### src/rtl/dpi_timing_meter.sv
// dpi_timing_meter
//   Measures the DPI pixel clock frequency (kHz) and the active line width
//   (pixels), working purely in the system clock domain by oversampling
//   DPI_PCLK and DPI_DE. Results are registered and held between updates.
//
// Parameters
//   CLK_FREQ_KHZ : CLK frequency in kHz; also the gate window length in CLK
//                  cycles (1 ms window, so edges per window == kHz)
//   GATE_W       : gate counter width, 2**GATE_W >= CLK_FREQ_KHZ
//
// Ports
//   CLK          in   system clock (>= 3x pixel clock)
//   RESET        in   synchronous, active-high reset
//   DPI_PCLK     in   pixel clock, treated as asynchronous data
//   DPI_DE       in   data enable, asynchronous, sampled on PCLK rises
//   FREQ         out  [15:0] pixel clock frequency in kHz, saturating
//   WIDTH        out  [10:0] pixels in the last completed line, saturating
//   FREQ_VALID   out  one-cycle pulse when FREQ is written
//   WIDTH_VALID  out  one-cycle pulse when WIDTH is written
module dpi_timing_meter #(
  parameter int CLK_FREQ_KHZ = 100000,
  parameter int GATE_W       = 17
) (
  input  logic        CLK,
  input  logic        RESET,
  input  logic        DPI_PCLK,
  input  logic        DPI_DE,
  output logic [15:0] FREQ,
  output logic [10:0] WIDTH,
  output logic        FREQ_VALID,
  output logic        WIDTH_VALID
);

  localparam logic [GATE_W-1:0] GATE_LAST = GATE_W'(CLK_FREQ_KHZ - 1);
  localparam logic [15:0]       EDGE_MAX  = 16'hFFFF;
  localparam logic [10:0]       PIX_MAX   = 11'h7FF;

  // Input conditioning: 2-FF synchronizers, plus one extra PCLK stage for
  // edge detection. de_s lines up with pclk_s, so at a detected rise de_s
  // holds DE as it was around that PCLK edge.
  logic pclk_meta, pclk_s, pclk_d;
  logic de_meta, de_s;

  logic [GATE_W-1:0] gate;
  logic [15:0]       edge_cnt;
  logic [10:0]       pix_cnt;
  logic              de_prev;
  logic              line_seen;

  logic pclk_rise;
  logic terminal;
  logic line_end;

  assign pclk_rise = pclk_s & ~pclk_d;
  assign terminal  = (gate == GATE_LAST);
  assign line_end  = pclk_rise & ~de_s & de_prev;

  always_ff @(posedge CLK) begin
    if (RESET) begin
      pclk_meta   <= 1'b0;
      pclk_s      <= 1'b0;
      pclk_d      <= 1'b0;
      de_meta     <= 1'b0;
      de_s        <= 1'b0;
      gate        <= '0;
      edge_cnt    <= '0;
      pix_cnt     <= '0;
      de_prev     <= 1'b0;
      line_seen   <= 1'b0;
      FREQ        <= '0;
      WIDTH       <= '0;
      FREQ_VALID  <= 1'b0;
      WIDTH_VALID <= 1'b0;
    end else begin
      pclk_meta   <= DPI_PCLK;
      pclk_s      <= pclk_meta;
      pclk_d      <= pclk_s;
      de_meta     <= DPI_DE;
      de_s        <= de_meta;
      FREQ_VALID  <= 1'b0;
      WIDTH_VALID <= 1'b0;

      // Gate window and edge counter. A rise on the terminal cycle is folded
      // into the closing result and the counter restarts from zero, so the
      // edge belongs to exactly one window.
      if (terminal) begin
        gate       <= '0;
        FREQ       <= (edge_cnt == EDGE_MAX) ? EDGE_MAX
                                             : edge_cnt + {15'd0, pclk_rise};
        edge_cnt   <= '0;
        FREQ_VALID <= 1'b1;
      end else begin
        gate <= gate + 1'b1;
        if (pclk_rise && edge_cnt != EDGE_MAX)
          edge_cnt <= edge_cnt + 1'b1;
      end

      // Line width: count DE-high pixels, report on the first low pixel.
      if (pclk_rise) begin
        if (de_s) begin
          if (pix_cnt != PIX_MAX)
            pix_cnt <= pix_cnt + 1'b1;
          de_prev <= 1'b1;
        end else if (de_prev) begin
          WIDTH       <= pix_cnt;
          pix_cnt     <= '0;
          de_prev     <= 1'b0;
          WIDTH_VALID <= 1'b1;
        end
      end

      // No completed line in a whole window: force WIDTH to 0 so downstream
      // sync drops. A line finishing on this very cycle takes priority.
      if (terminal && !line_seen && !line_end) begin
        WIDTH       <= '0;
        WIDTH_VALID <= 1'b1;
      end

      if (terminal)
        line_seen <= 1'b0;
      else if (line_end)
        line_seen <= 1'b1;
    end
  end

endmodule
### config.mk
export PLATFORM = sky130hd
export DESIGN_NAME = dpi_timing_meter
export DESIGN_NICKNAME = d
export VERILOG_FILES = /design/src/rtl/dpi_timing_meter.sv
export SDC_FILE = /design/constraint.sdc
export NUM_CORES = 1
export LEC_CHECK = 0
export BUFFER_PORTS_ARGS = -buffer_cell sky130_fd_sc_hd__buf_2
export CAP_MARGIN = 20
export CORE_MARGIN = 1
export CORE_UTILIZATION = 61
export CTS_BUF_LIST = sky130_fd_sc_hd__clkbuf_4
export DETAILED_ROUTE_END_ITERATION = 8
export PLACE_DENSITY = 0.81
export SYNTH_ARGS = -nofsm -noshare
export SYNTH_HDL_FRONTEND = slang
export SYNTH_SLANG_ARGS = --single-unit
### constraint.sdc
create_clock -name CLK -period 2.7 [get_ports CLK]
set_clock_uncertainty 0.15 [all_clocks]
set_input_delay 0.135 -clock CLK [delete_from_list [all_inputs] [get_ports CLK]]
set_output_delay 0.135 -clock CLK [all_outputs]
set_load 0.05 [all_outputs]
==> summary.md, run 1 <==
| Metric | Value |
|---|---|
| CTS tree | yes |
| Worst vdd ir | 0.000275 V |
| Total track usage | 27.4% |
| Vias in the first global route | 3000 |
| Avg WL per Cell | 15.3 µm |
| Synthesized Nets | 439 |
| Most used cell, CP | ha_1 |
| Worst Path Buf+Inv | 1 |
| Hold buffers post-CTS | 3 |
| Run status | completed |
| Final critical-path share of the clock period | 87.3% |
| Clock-pin slew on the worst setup and hold paths | 0.12 ns |
| Setup TNS | 0 ns |
| CP max stage delay | 0.34 ns |
| Critical path's top delay family | simple AND/OR/NAND/NOR gates |
| Max Cap Viol | 0 |
| Leak | 1.35 nW |
| Crit path required time | 2.90 ns |
| Worst-Skew Late Latency | 0.44 ns |
| Hold_sp | gate[0] |
| Via count | 3352 |
| R2R Path Start | pclk_d |
| Max clock buf depth | 2 |
| Cts repair resizes | 0 |
| Tmin final | 2.36 ns |
| Antenna cells | 0 |
| Final hold violation count | 0 |
| Clock sinks | 80 |
| Die span in x | 79.9 µm |
| Hold endpoint | gate[0] |
| Crit Path Class | reg2reg |
| Setup violations, final | 0 |
| First-pass GRT wire length | 13600 µm |
| Layout area overhead | 10.5% |
| Core area | 0.00589 mm² |
| Die footprint | 0.00638 mm² |
| Max-slew violations | 0 |
| Async S/R FF share, synth | 0% |
| Register bit total from synthesis | 80 |
| Crit. End Element | flip-flop |
| Chip Height | 79.9 µm |
| Met3 usage | 6.40% |
| Max Clk Rate | 0.424 GHz |
| Cell area power density | 477 mW/mm² |
| HP Class | reg2reg |
| CTS root buffer | clkbuf_4 |
| H-tree depth | 3 |
| Num CTS Buffers | 9 |
| Port Buffer Count | 32 |
| Worst EP arrival | 2.55 ns |
| Final ANT Viol Nets | 0 |
| Worst-path maximum fanout | 10 |
| Critical-path cell list | nand2b_1 -> clkinv_1 -> ha_1 -> ha_1 -> nand3_1 -> nor2_1 -> xnor2_1 -> a311oi_1 |
| R2r worst-path depth | 8 |
| Initial DRC Count | 271 |
| Starting Density | 62.9% |
| GP Congestion | 0.869 |
| # DRC | 0 |
| FP Rows | 28 |
| Post-Synthesis Cells | 429 |
| Max-slew headroom | 39.4% |
| Seq/Total Area, Yosys | 43.3% |
| Most common flop cell mapped by yosys | dfxtp_1 |
| Hold depth | 1 |
| Most frequent cells in the layout | dfxtp_1 (80), nor2_1 (37), buf_2 (32), a21oi_1 (26) |
| EDFF count, synth | 0 |
| GR Layer Usage met1 | 35.0% |
| Synthesized area | 0.00370 mm² |
| Share of layout cells above drive strength 1 | 14.6% |
| Reg2reg setup slack | 0.34 ns |
| Worst-Margin Slew | 0.903 ns |
| Largest net degree at the start of global routing | 33 |
| Startpoint types | flip-flop |
| IO Pins | 33 |
| Commonest non-fill, non-tap cell in the layout | dfxtp_1 |
| DR vias/cell | 6.28 |
| Routed wire length | 8160 µm |
| Slowest-stage cell, CP | dfxtp_1 |
| Synth warn | 0 |
| RSZ-0062 raised after global routing | false |
| GRT busiest layer | met2 |
| TritonRoute pass-1 iters | 5 |
| Antenna violations before repair | 0 |
| Dpl hpwl | 5700 µm |
| Post-CTS Setup Inserts | 0 |
| Met2 usage | 46.0% |
| Worst setup path startpoint | pclk_d |
| Layout Nets | 464 |
| Cell variety after synth | 51 |
| Fin area | 0.00409 mm² |
| Syn_area_per_cell | 8.62 µm² |
| Placed Area | 0.00392 mm² |
| R2r endpoint | FREQ[6] |
| GRT overflow | 0 |
final cells by class:
cell class | count | area, µm²
Clock inverter | 6 | 60.1
Sequential cell | 80 | 1600
Fill cell | 460 | 1800
Tap cell | 75 | 93.8
Inverter | 9 | 33.8
Timing Repair Buffer | 47 | 293
Clock buffer | 10 | 75.1
Multi-Input combinational cell | 307 | 1930
layer usage:
layer	up-vias	part of all wire, %
li1	1634	-
met1	1598	46
met2	106	47
met3	14	5.8
met4	0	1.2
met5	-	0
worst max path at each step:
stage                     slack (ns)  depth (start not counted)  endpoint
after floorplan                 0.57                          7  WIDTH[3]
after global placement          0.50                          5   FREQ[6]
after detailed placement        0.40                          8   FREQ[6]
after CTS                       0.36                          8   FREQ[6]
after global routing            0.13                          8   FREQ[6]
final                           0.34                          8   FREQ[6]
sequential cells by signal (all words and copies together) (netlist names), 11 cells and up:
name / count
gate: 17
WIDTH: 11
edge_cnt: 16
FREQ: 16
pix_cnt: 11
Yosys cell counts (9+ instances only):
cell,number,area share (%)
or4_1,16,3.2
buf_2,10,1.4
xnor2_1,13,3.1
nor2_1,37,3.8
a22o_1,11,2.6
dfxtp_1,80,43
a21oi_1,26,3.5
xor2_1,10,2.4
nand2_1,22,2.2
nor3_1,14,1.9
nor4_1,9,1.5
nand4_1,15,2.5
o21ai_0,18,2.4
clkbuf_1,21,2.1
or3_1,11,1.9
nand3_1,22,3.0
report_power, final:
part           leakage (nW)  internal (W)  switching, W
sequential            0.646       0.00119    0.00000603
clock                0.0722      0.000288      0.000407
combinational         0.635     0.0000214     0.0000374
total                  1.35       0.00150      0.000450
through the flow:
stage	instances	util (%)	hold slack, ns	power [W]	setup slack, ns
2_1_floorplan	429	-	0.113	0.00126	0.567
3_3_place_gp	515	66.6	0.206	0.00127	0.498
3_5_place_dp	515	66.6	0.218	0.00128	0.396
4_1_cts	534	69.5	0.307	0.00195	0.360
5_1_grt	534	69.5	0.317	0.00202	0.129
6_report	534	69.5	0.299	0.00195	0.342
worst reg2reg max path: stages (launching register included):
cell and delay (ns):
dfxtp_1 0.34, nand2b_1 0.31, clkinv_1 0.31, ha_1 0.27, ha_1 0.20, nand3_1 0.22, nor2_1 0.10, xnor2_1 0.14
a311oi_1 0.25
logic make-up after synthesis:
family / count (synthesis) / share of synthesized area (%)
simple gates: 185 / 28.4
compound gates: 93 / 16.2
flops: 80 / 43.3
buf+inv: 42 / 4.70
xor+xnor: 23 / 5.44
fa+ha+maj: 6 / 2.03
(Power assumes the default switching activity.)
==> inputs of run 2 (changes only) <==
--- a/config.mk
+++ b/config.mk
@@ -10,8 +10,10 @@
 export CORE_MARGIN = 1
 export CORE_UTILIZATION = 61
 export CTS_BUF_LIST = sky130_fd_sc_hd__clkbuf_4
+export CTS_CLUSTER_SIZE = 28
 export DETAILED_ROUTE_END_ITERATION = 8
 export PLACE_DENSITY = 0.81
+export REMOVE_ABC_BUFFERS = 1
 export SYNTH_ARGS = -nofsm -noshare
 export SYNTH_HDL_FRONTEND = slang
 export SYNTH_SLANG_ARGS = --single-unit
==> run 2 against run 1 <==
Compared with the run above: global-route usage increased by 0.64 points; flip-flop and latch count unchanged; non-clock buffer count increased by 3; clock power decreased by 15%; total power decreased by 5.0%; wire length increased by 1.1%; cell count increased by 0.56%; critical endpoint is now edge_cnt[14]; clock-buffer cell count decreased by 1; sequential power about the same; sequential share of layout area about the same; largest power group unchanged; hold slack improved by 0.0013 ns; combinational power increased by 4.6%.
==> summary.md, run 2 (synthesis results as in run 1) <==
| Metric | Value |
|---|---|
| Crit. End Element | flip-flop |
| Antenna cells | 0 (unchanged) |
| Starting Density | 62.9% (unchanged) |
| Max-slew violations | 0 (unchanged) |
| Layout Nets | 467 (+0.65%) |
| Num CTS Buffers | 9 (unchanged) |
| Total track usage | 28.0% (+0.64 points) |
| Share of layout cells above drive strength 1 | 14.7% (+0.12 points) |
| Max clock buf depth | 2 (unchanged) |
| Non-filler cells, final | 537 (+0.56%) |
| Core area | 0.00589 mm² (unchanged) |
| Tmin final | 2.32 ns (-0.0379 ns) |
| Routed wire length | 8250 µm (+1.1%) |
| GP Congestion | 0.930 (+7.0%) |
| Max-slew headroom | 39.5% (+0.11 points) |
| Worst vdd ir | 0.000282 V (+2.5%) |
| TritonRoute pass-1 iters | 5 (unchanged) |
| Routed length on met1 | 3860 µm (+2.7%) |
| CTS root buffer | clkbuf_4 |
| Die footprint | 0.00638 mm² (unchanged) |
| H-tree depth | 3 (unchanged) |
| Largest registers | gate: 17 flops, FREQ: 16 flops, edge_cnt: 16 flops |
| HP Class | reg2reg |
| Commonest non-fill, non-tap cell in the layout | dfxtp_1 |
| Most frequent cells in the layout | dfxtp_1 (80), nor2_1 (37), buf_2 (32), a21oi_1 (26) |
| First-pass GRT wire length | 14000 µm (+3.1%) |
| # DRC | 0 (unchanged) |
| Die span in x | 79.9 µm (unchanged) |
| Startpoint types | flip-flop |
| RSZ-0062 raised after global routing | false |
| Dpl hpwl | 5620 µm (-1.4%) |
| GRT overflow | 0 (unchanged) |
| Met2 wire len | 3770 µm (-1.6%) |
| Final critical-path share of the clock period | 85.9% (-1.4 points) |
| Setup violations, final | 0 (unchanged) |
| Hold Slack | 0.301 ns (+0.00128 ns) |
| Run status | completed |
| Clock sinks | 80 (unchanged) |
| Vias in the first global route | 3074 (+2.5%) |
| Chip Height | 79.9 µm (unchanged) |
| Post-CTS Setup Inserts | 0 (unchanged) |
| Biggest register | gate |
| Layout area overhead | 10.4% (about the same) |
| Crit Path Class | reg2reg |
| Port Buffer Count | 32 (unchanged) |
| Crit path required time | 2.86 ns (-0.04 ns) |
| Worst EP arrival | 2.48 ns (-0.07 ns) |
| Avg WL per Cell | 15.4 µm (+0.56%) |
| Cts repair resizes | 0 (unchanged) |
| Top Layer Used | met4 |
| Max Cap Viol | 0 (unchanged) |
| Largest net degree at the start of global routing | 26 (-21%) |
| Pre-CTS setup slack | 0.471 ns (+0.0753 ns) |
| Multi-input gate area | 0.00193 mm² (unchanged) |
| Max reg flops | 17 (unchanged) |
| Leak | 1.35 nW (+0.15%) |
| Worst-Margin Slew | 0.902 ns (-0.00159 ns) |
| Area of all sequential standard cells | 0.00160 mm² (unchanged) |
| Fill count | 483 (+5.0%) |
| Worst-path maximum fanout | 9 (-1) |
| Worst-Skew Late Latency | 0.43 ns (about the same) |
| DR vias/cell | 6.30 (+0.33%) |
| Via count | 3382 (+0.89%) |
| Placed instance count | 517 (+0.39%) |
| Clock-pin slew on the worst setup and hold paths | 0.13 ns (about the same) |
| Final hold violation count | 0 (unchanged) |
| Cell area power density | 453 mW/mm² (-4.9%) |
| FP Rows | 28 (unchanged) |
| IO Pins | 33 (unchanged) |
| Setup slack after layout | 0.380 ns (+0.0379 ns) |
| Antenna violations before repair | 0 (unchanged) |
| Met3 Routed Length | 492 µm (+4.2%) |
| Initial DRC Count | 307 (+13%) |
| Final ANT Viol Nets | 0 (unchanged) |
| Final Util | 69.4% (about the same) |
| Max Clk Rate | 0.431 GHz (+1.6%) |
| CTS tree | yes |
| Fin area | 0.00408 mm² (about the same) |
| Placed Area | 0.00394 mm² (+0.38%) |
[run 2: changes by cell type in the layout (fill, tap and decap cells not counted)]
cell | previous run | this run
buf_4 | 11 | 13
clkbuf_4 | 10 | 9
dlygate4sd3_1 | 3 | 4
clkinv_2 | 3 | 4
clkinv_1 | 1 | 2
bufinv_16 | 1 | 0
[run 2: per-stage QoR]
step           setup TNS, ns  total power, W
2_1_floorplan          -4.73         0.00125
3_3_place_gp               0         0.00128
3_5_place_dp               0         0.00128
4_1_cts                    0         0.00185
5_1_grt                    0         0.00192
6_report                   0         0.00185
[run 2: worst paths after layout]
| kind | depth (start not counted) | to | slack (ns) | start |
|---|---|---|---|---|
| setup / recovery | 4 | edge_cnt[14] | 0.38 | edge_cnt[8] |
| hold / removal | 1 | gate[0] | 0.30 | gate[0] |
| setup reg to reg | 4 | edge_cnt[14] | 0.38 | edge_cnt[8] |
| hold reg to reg | 1 | gate[0] | 0.30 | gate[0] |
[run 2: metal layers]
| layer | track usage [%] | vias up |
|---|---|---|
| met3 | 5.94 | 12 |
| met2 | 45.0 | 116 |
| met1 | 36.8 | 1621 |
| li1 | - | 1633 |
| met5 | 0 | - |
| met4 | 10.5 | 0 |
[run 2: cell type report]
class	count	area share (%)
multi-input combinational	307	47.3
timing repair buffer	50	7.78
clock buffer	9	1.65
sequential	80	39.2
inverter	9	0.827
clock inverter	7	0.950
tap	75	2.30
[run 2: report_power, final]
group          internal (W)  switching, W  leakage, nW
logic             0.0000232     0.0000383        0.650
registers           0.00119    0.00000687        0.646
clock network      0.000180      0.000415       0.0589
total               0.00139      0.000460         1.35
[run 2: worst max-delay path, cell delays in order (launching register included)]
cell      delay, ns
dfxtp_1        0.50
nand4_1        0.38
nor4_1         0.72
nor4bb_1       0.38
nor3_1         0.08
[run 2: timing repair]
| item | 4_1_cts | 5_1_grt |
|---|---|---|
| hold buffers | 4 | 0 |
| endpoints found under the hold margin | 15 | 0 |
| endpoints found under the setup margin | 0 | 0 |
==> inputs of run 3 (changes only) <==
==> constraint.sdc (replaced) <==
create_clock -name CLK -period 2.5 [get_ports CLK]
set_clock_uncertainty 0.15 [all_clocks]
set_input_delay 0.125 -clock CLK [delete_from_list [all_inputs] [get_ports CLK]]
set_output_delay 0.125 -clock CLK [all_outputs]
set_load 0.05 [all_outputs]
==> run 3 against run 2 <==
Compared with the run above: fmax grew 6.1%; clock power is 32% higher; largest power group unchanged; total power grew 16%; core utilization grew 1.1 points; hold slack is essentially flat; non-clock buffer count grew 5; via count decreased by 2.1%; sequential share of layout area shrank 0.59 points; register-to-register slack worse by 0.07 ns; critical endpoint is now FREQ[8]; cell count grew 0.93%.
==> summary.md, run 3 (synthesis results as in run 1) <==
| Metric | Value |
|---|---|
| Run status | completed |
| FP Rows | 28 (unchanged) |
| Num CTS Buffers | 9 (unchanged) |
| Pre-CTS setup slack | 0.352 ns (-0.119 ns) |
| Setup violations, final | 0 (unchanged) |
| First-pass GRT wire length | 13400 µm (-4.4%) |
| Antenna violations before repair | 0 (unchanged) |
| Clock network power share | 36.7% (+4.6 points) |
| Port Buffer Count | 32 (unchanged) |
| Met3 usage | 4.23% (-1.7 points) |
| Dpl hpwl | 5570 µm (-0.83%) |
| GRT busiest layer | met2 |
| # DRC | 0 (unchanged) |
| Internal cell power | 0.00163 W (+17%) |
| Seq pwr share | 60.2% (-4.4 points) |
| Commonest non-fill, non-tap cell in the layout | dfxtp_1 |
| Chip Height | 79.9 µm (unchanged) |
| Biggest register | gate |
| DR vias/cell | 6.11 (-3.0%) |
| Total track usage | 26.8% (-1.3 points) |
| HP Class | reg2reg |
| CP max stage delay | 0.78 ns (+0.06 ns) |
| Switching power | 0.000512 W (+11%) |
| Worst vdd ir | 0.000440 V (+56%) |
| Fill count | 486 (+0.62%) |
| Net Sw Frac | 23.9% (-0.94 points) |
| Post-CTS Setup Inserts | 0 (unchanged) |
| Max reg flops | 17 (unchanged) |
| Most frequent cells in the layout | dfxtp_1 (80), nor2_1 (37), buf_2 (33), a21oi_1 (26) |
| Worst-Skew Late Latency | 0.44 ns (about the same) |
| Max Clk Rate | 0.457 GHz (+6.1%) |
| Final critical-path share of the clock period | 87.5% (+1.6 points) |
| Startpoint types | flip-flop |
| Fin area | 0.00415 mm² (+1.5%) |
| Worst-path maximum fanout | 9 (unchanged) |
| RSZ-0062 raised after global routing | false |
| Worst-Margin Slew | 0.941 ns (+0.0397 ns) |
| Setup slack after layout | 0.313 ns (-0.0676 ns) |
| Die footprint | 0.00638 mm² (unchanged) |
| Core area | 0.00589 mm² (unchanged) |
| CTS root buffer | clkbuf_4 |
| IO Pins | 33 (unchanged) |
| Via count | 3312 (-2.1%) |
| Max clock buf depth | 2 (unchanged) |
| Initial DRC Count | 224 (-27%) |
| Comb power frac | 3.1% (-0.2 points) |
| Final ANT Viol Nets | 0 (unchanged) |
| Vias in the first global route | 3037 (-1.2%) |
| Max-slew headroom | 36.8% (-2.7 points) |
| Crit Path Class | reg2reg |
| GRT overflow | 0 (unchanged) |
| Cell area power density | 517 mW/mm² (+14%) |
| Layout area overhead | 12.1% |
| Crit path required time | 2.70 ns (-0.16 ns) |
| Crit. End Element | flip-flop |
| Largest net degree at the start of global routing | 26 (unchanged) |
| Clock sinks | 80 (unchanged) |
| Layout Nets | 472 (+1.1%) |
| Placed Area | 0.00395 mm² (+0.38%) |
| Antenna cells | 0 (unchanged) |
| Met2 usage | 43.6% (-1.4 points) |
| GR Layer Usage met1 | 35.4% (-1.4 points) |
| Routed wire length | 7850 µm (-4.8%) |
| Tmin final | 2.19 ns (-0.132 ns) |
| Largest registers | gate: 17 flops, FREQ: 16 flops, edge_cnt: 16 flops |
| Max-slew violations | 0 (unchanged) |
| Avg WL per Cell | 14.5 µm (-5.7%) |
| H-tree depth | 3 (unchanged) |
| GP Congestion | 0.880 (-5.3%) |
| Starting Density | 62.9% (unchanged) |
| Max Cap Viol | 0 (unchanged) |
| TritonRoute pass-1 iters | 4 (-1) |
| Slowest-stage cell, CP | or4_1 |
| Worst EP arrival | 2.39 ns (-0.09 ns) |
| Leak | 1.40 nW (+3.0%) |
| Critical-path cell list | nand4_1 -> or4_1 -> a311oi_1 |
| Die span in x | 79.9 µm (unchanged) |
| Clock-pin slew on the worst setup and hold paths | 0.12 ns (about the same) |
| Final hold violation count | 0 (unchanged) |
| Share of layout cells above drive strength 1 | 15.4% (+0.70 points) |
| CTS tree | yes |
==> run 3: changes by cell type in the layout (fill, tap and decap cells not counted), moves of 2 or more <==
cell / change
buf_4: +4
clkinv_2: -4
clkinv_4: +3
clkinvlp_4: -2
==> run 3: what timing repair did <==
action	in CTS	in global routing
hold endpoints to repair	11	0
resized for setup	0	0
hold buffers	5	0
==> run 3: metal layers <==
metal / share of wire (%) / wire length, µm
met1: 49 / 3810
met2: 45 / 3540
met3: 4.9 / 382
met4: 1.5 / 118
met5: 0 / 0
==> run 3: critical path: cells and delay by family, from the launching register on <==
| kind | cells | cell delay (ns) |
|---|---|---|
| AND/OR/NAND/NOR | 2 | 1.10 |
| flip-flops | 1 | 0.53 |
| AO/OA/AOI/OAI | 1 | 0.32 |
==> run 3: worst paths after layout <==
path,startpoint,end,slack [ns],cells past startpoint
worst max register to register,edge_cnt[5],FREQ[8],0.31,3
worst min-delay path,gate[0],gate[0],0.30,1
worst min register to register,gate[0],gate[0],0.30,1
worst max-delay path,edge_cnt[5],FREQ[8],0.31,3
==> run 3: area by class of cell <==
class	count	area (µm²)	share of cell area, %
Clock buffer	10	75.1	1.81
Clock inverter	6	68.8	1.66
Inverter	9	33.8	0.815
Multi-Input combinational cell	307	1930	46.6
Sequential cell	80	1600	38.6
Tap cell	75	93.8	2.26
Timing Repair Buffer	55	343	8.27
==> run 3: power by group through the flow <==
stage	logic, W	registers, W	clock network, W
global placement	0.0000581	0.00132	0
floorplan	0.0000276	0.00132	0
detailed placement	0.0000600	0.00132	0
global route	0.0000738	0.00129	0.000852
finish	0.0000670	0.00129	0.000786
CTS	0.0000664	0.00129	0.000794
==> run 3: per-stage QoR <==
stage | util [%] | setup TNS (ns) | instances | hold WS [ns] | total power (W)
3_3_place_gp | 67.1 | 0 | 520 | 0.185 | 0.00138
5_1_grt | 70.5 | 0 | 542 | 0.323 | 0.00222
3_5_place_dp | 67.2 | 0 | 521 | 0.193 | 0.00138
4_1_cts | 70.5 | 0 | 542 | 0.304 | 0.00215
2_1_floorplan | - | -13.73 | 396 | 0.0441 | 0.00135
6_report | 70.5 | 0 | 542 | 0.301 | 0.00214
